`src/rtl/notify_log.sv`:
```
// Violation logger: synchronizes notify flags, counts rising edges per channel and queues
// (channel, timestamp) records in a show-ahead FIFO. Define NOTIFY_LOG_DISPLAY_EN for event prints.
module notify_log #(
    parameter int NCH   = 4,
    parameter int CNT_W = 8,
    parameter int TS_W  = 16,
    parameter int DEPTH = 8
) (
    input  logic                      clk,
    input  logic                      reset,
    input  logic [NCH-1:0]            notify,
    input  logic                      clr,
    input  logic                      rd_en,
    output logic                      rd_valid,
    output logic [2:0]                rd_chan,
    output logic [TS_W-1:0]           rd_ts,
    output logic [$clog2(DEPTH):0]    fifo_count,
    output logic                      overflow,
    output logic [NCH*CNT_W-1:0]      viol_cnt,
    output logic                      any_viol
);

    localparam int AW = $clog2(DEPTH);
    localparam int CW = AW + 1;
    localparam int RW = 3 + TS_W;

    function automatic logic [CNT_W-1:0] sat_inc(input logic [CNT_W-1:0] v);
        return (&v) ? v : v + CNT_W'(1);
    endfunction

    logic [NCH-1:0]   s1_p0, s2_p1, s3_p2, edge_p3;
    logic [NCH-1:0]   pending, cand, pick, pend_nxt;
    logic [2:0]       sel;
    logic             has_sel, full, pop, push_ok, drop;
    logic [TS_W-1:0]  ts;
    logic [CNT_W-1:0] cnt [NCH];
    logic [RW-1:0]    mem [DEPTH];
    logic [RW-1:0]    head;
    logic [AW-1:0]    wptr, rptr;
    logic [CW-1:0]    count;
    logic             ovf;

    // Lowest-index pending or newly detected channel is enqueued this cycle
    always_comb begin
        cand    = pending | edge_p3;
        has_sel = |cand;
        sel     = 3'd0;
        pick    = '0;
        for (int i = NCH - 1; i >= 0; i--) begin
            if (cand[i]) begin
                sel     = 3'(i);
                pick    = '0;
                pick[i] = 1'b1;
            end
        end
        pend_nxt = cand & ~pick;
    end

    assign full    = (count == CW'(DEPTH));
    assign pop     = rd_en && (count != '0);
    assign push_ok = has_sel && (!full || pop);
    assign drop    = has_sel && full && !pop;

    always_ff @(posedge clk or posedge reset) begin
        if (reset) begin
            s1_p0   <= '0;
            s2_p1   <= '0;
            s3_p2   <= '0;
            edge_p3 <= '0;
            pending <= '0;
            ts      <= '0;
            wptr    <= '0;
            rptr    <= '0;
            count   <= '0;
            ovf     <= 1'b0;
            for (int i = 0; i < NCH; i++) cnt[i] <= '0;
        end else begin
            s1_p0   <= notify;
            s2_p1   <= s1_p0;
            s3_p2   <= s2_p1;
            // Registered edge detect: one cycle between edge and enqueue
            edge_p3 <= s2_p1 & ~s3_p2;
            if (clr) begin
                pending <= '0;
                ts      <= '0;
                wptr    <= '0;
                rptr    <= '0;
                count   <= '0;
                ovf     <= 1'b0;
                for (int i = 0; i < NCH; i++) cnt[i] <= '0;
            end else begin
                ts      <= ts + TS_W'(1);
                pending <= pend_nxt;
                for (int i = 0; i < NCH; i++) begin
                    if (edge_p3[i]) cnt[i] <= sat_inc(cnt[i]);
                end
                if (push_ok) wptr <= wptr + AW'(1);
                if (pop)     rptr <= rptr + AW'(1);
                case ({push_ok, pop})
                    2'b10:   count <= count + CW'(1);
                    2'b01:   count <= count - CW'(1);
                    default: count <= count;
                endcase
                if (drop) ovf <= 1'b1;
            end
        end
    end

    // Record storage carries no reset; outputs are masked while empty
    always_ff @(posedge clk) begin
        if (!reset && !clr && push_ok) mem[wptr] <= {sel, ts};
    end

    assign head       = mem[rptr];
    assign rd_valid   = (count != '0);
    assign rd_chan    = rd_valid ? head[RW-1 -: 3] : 3'd0;
    assign rd_ts      = rd_valid ? head[TS_W-1:0] : '0;
    assign fifo_count = count;
    assign overflow   = ovf;
    assign any_viol   = |s2_p1;

    for (genvar g = 0; g < NCH; g++) begin : g_cnt
        assign viol_cnt[g*CNT_W +: CNT_W] = cnt[g];
    end

`ifdef NOTIFY_LOG_DISPLAY_EN
    always @(posedge clk) begin
        if (!reset && !clr) begin
            if (push_ok) $display("ch %0d ts %0d", sel, ts);
            if (drop)    $display("drop ch %0d", sel);
            for (int i = 0; i < NCH; i++) begin
                if (edge_p3[i] && cnt[i] == {{(CNT_W-1){1'b1}}, 1'b0})
                    $display("ch %0d counter saturated", i);
            end
        end
    end
`endif

endmodule

```
`config.mk`:
```
export PLATFORM = sky130hd
export DESIGN_NAME = notify_log
export DESIGN_NICKNAME = d
export VERILOG_FILES = /design/src/rtl/notify_log.sv
export SDC_FILE = /design/constraint.sdc
export NUM_CORES = 1
export LEC_CHECK = 0
export ABC_AREA = 1
export ABC_CLOCK_PERIOD_IN_PS = 2900
export CORE_UTILIZATION = 59
export DETAILED_ROUTE_END_ITERATION = 10
export HOLD_SLACK_MARGIN = 0.15
export PLACE_DENSITY = 0.87
export SLEW_MARGIN = 20
export SYNTH_ARGS = -nofsm -noshare
export SYNTH_HDL_FRONTEND = slang
export SYNTH_SLANG_ARGS = --single-unit
```
`constraint.sdc`:
```
create_clock -name clk -period 2.9 [get_ports clk]
set_clock_uncertainty 0.1 [all_clocks]
set_input_delay 0.435 -clock clk [delete_from_list [all_inputs] [get_ports clk]]
set_output_delay 0.435 -clock clk [all_outputs]
set_load 0.01 [all_outputs]
```
==> results.ini <==
[outcome]
status = finished clean

[synth]
synthesis.nets = 866
seq_area_frac_synth = 0.6653
synth_cells = 849
synth_warnings = 0
synth_edf_count = 144
synth_ff_type = edfxtp_1
synth_cell_type_count = 43
syn_avg_cell_area_um2 = 11.11
ys_ff_latch = 222
postSynth.asyncResetShare = 0.3514
netlist_area_mm2 = 0.009433

[worst_setup_path]
critical_path_buf_inv_count = 3
cp_max_fo = 26
ff2ff_setup_slack_ps = 600
crit_type = reg2out
regToRegEndpoint = fifo_count[3]
crit_chain = inv_6, buf_12, nor2_1, o32ai_1, o21ai_0, nor2_1, clkdlybuf4s50_1
slowest_stage = clkdlybuf4s50_1
worstRegToRegCells = 14
arrival_ps = 2250
worstPathRequired_ps = 2370
cpMostUsedCell = nor2_1
slowest_delay_ps = 530
crit_path_end_kind = primary output
start_kind = flip-flop
cp_top_family = buffers and inverters
regToRegStartpoint = fifo_count[0]

[route]
vias = 6847
totalWireLength_um = 21320
firstDrtPassIters = 5
viasPerCell = 5.933
drt_iter0_markers = 801
detail-route-antenna-nets = 0
avgRoutedWirePerCell_um = 18.47
drc = 0

[clocking]
clockRootBuffer = clkbuf_16
cts_tree = yes
clk_latency_ps = 510
clk_pin_slew_ps = 70
cts.sinks = 222
clk_path_buf_depth = 3
cts_buffers = 22
cts_max_level = 1

[run]
drv_cap = 0

[grt]
grt_pass1_vias = 6742
grt-ovfl-total = 0
grt_antenna_before_repair = 1
grt_max_degree = 38
grt_usage = 0.2655
grt_pass1_wl_um = 33760

[die]
die_x_um = 128.4
placeableCoreArea_mm2 = 0.01543
std_cell_rows = 45
dieArea_mm2 = 0.01650
die_h_um = 128.4
num_io_pins = 66
initial_core_util = 0.6114

[timing]
setup_viol = 0
period_share = 0.9620
max_freq_mhz = 358.5
slew_headroom = 0.4875
maxSlewViolCount = 0
setup_tns_ps = 0
rsz0062_at_grt = no
final-hold-violation-count = 0
worst_hold_slack_ps = 247.0
worst_slew_pin_slew_ps = 768.8
min_period_ps = 2790

[worst_hold_path]
whs_endpoint = s2_p1[0]
hp-class = reg2reg
hold_start = s1_p0[0]
whs_path_depth = 0

[pwr]
max-vdd-ir-drop_mv = 0.4570
power_leakage_uw = 0.004654
p_per_area_mw_per_mm2 = 758.3
finalPower_uw = 8605

[finish]
diodes = 0
final_common_cell = nor2_1
area_growth_pct = 20.31
layout-drive-gt1-share = 0.1198
layout_common_cells = nor2_1, edfxtp_1, nand2_1, o21ai_0, dfrtp_1
final_nets = 944
stdcell_count = 1154

[placed_design]
dp.cells = 1111
dp.final_hpwl_um = 12290
port_buffers = 64
gp_congestion = 0.8276

## what timing repair did
action | in CTS | in global routing
endpoints found under the setup margin | 11 | 15
gates resized for setup | 10 | 26
hold buffers | 0 | 0
setup buffers | 3 | 0
pin swaps | 0 | 1
## worst register-to-register path: stages (launching register included)
cell and delay, ps:
dfrtp_1 430, nor2_1 180, nand2_1 70, buf_4 210, nand2_2 160, inv_2 120
nand2_4 100, inv_1 40, ha_1 280, nand2_1 50, nand3b_2 220, nand2_1 80
nand2_1 50, nand3_1 60, nand2_1 50
## how the worst max path moves through the flow
stage	cells past startpoint	startpoint	slack [ps]	to
after CTS	7	rptr[0]	4	rd_ts[9]
after detailed placement	6	rptr[0]	420	rd_chan[1]
after floorplan	1	reset	370	edge_p3[0]
after global placement	6	rptr[0]	530	rd_chan[1]
after global routing	7	rptr[0]	20	rd_ts[0]
final	7	rptr[0]	110	rd_ts[0]
## logic make-up (layout without fill, tap and decap cells)
family          Yosys count  count (layout)  synth area share
simple gates            344             344            0.1618
flops                   222             222            0.6653
compound gates          168             168            0.1098
buf+inv                  97             191           0.04324
fa+ha+maj                 9               9           0.01194
xor+xnor                  8               8          0.007428
other cells               1               1         0.0003975
## cell usage after synthesis (9+ instances only)
library cell / count / area (um^2)
nor2_1: 196 / 735.7
edfxtp_1: 144 / 4324
dfrtp_1: 78 / 1952
o21ai_0: 78 / 390.4
nand2_1: 77 / 289.0
inv_1: 53 / 198.9
o32ai_1: 36 / 315.3
a21oi_1: 31 / 155.2
nand3_1: 24 / 120.1
buf_2: 16 / 80.08
clkbuf_1: 14 / 52.55
ha_1: 9 / 112.6
## state kept, by name (all words and copies together), names as in the netlist, 3 cells and up
register / flops
pending: 3
edge_p3: 4
s1_p0: 4
viol_cnt: 32
mem: 144
wptr: 3
fifo_count: 4
s3_p2: 4
rptr: 3
s2_p1: 4
ts: 16
## routing by layer
layer | up-vias | global-route usage | wire (um)
met5 | - | 0 | 8
met4 | 2 | 0.08789 | 566
met2 | 347 | 0.4661 | 10760
li1 | 3114 | - | -
met3 | 62 | 0.04075 | 1804
met1 | 3322 | 0.3396 | 8178
## area by class of cell
class                   instances  area (um^2)
flip-flops and latches        222         6281
fillers                       963         4079
multi-input cells             530         2809
repair buffers                 92         1025
clock buffers                  29        608.1
well taps                     211        264.0
inverters                      59        227.7
clock inverters                11        133.9
## per-stage QoR
stage | utilization | worst slack (ps) | cell area (um^2)
after floorplan | - | 370.0 | 9433
after global placement | 0.6777 | 525.0 | 10460
after detailed placement | 0.6777 | 419.9 | 10460
after CTS | 0.7287 | 4.017 | 11240
after global routing | 0.7356 | 20.33 | 11350
final | 0.7356 | 110.3 | 11350
## where the power goes
part	internal [uW]	leakage, uW	switching (uW)	total, uW
Sequential	3470	0.00244	102	3580
Clock	1740	0.000354	1160	2900
Combinational	904	0.00186	1220	2120
Power figures use the tool's default switching activity.
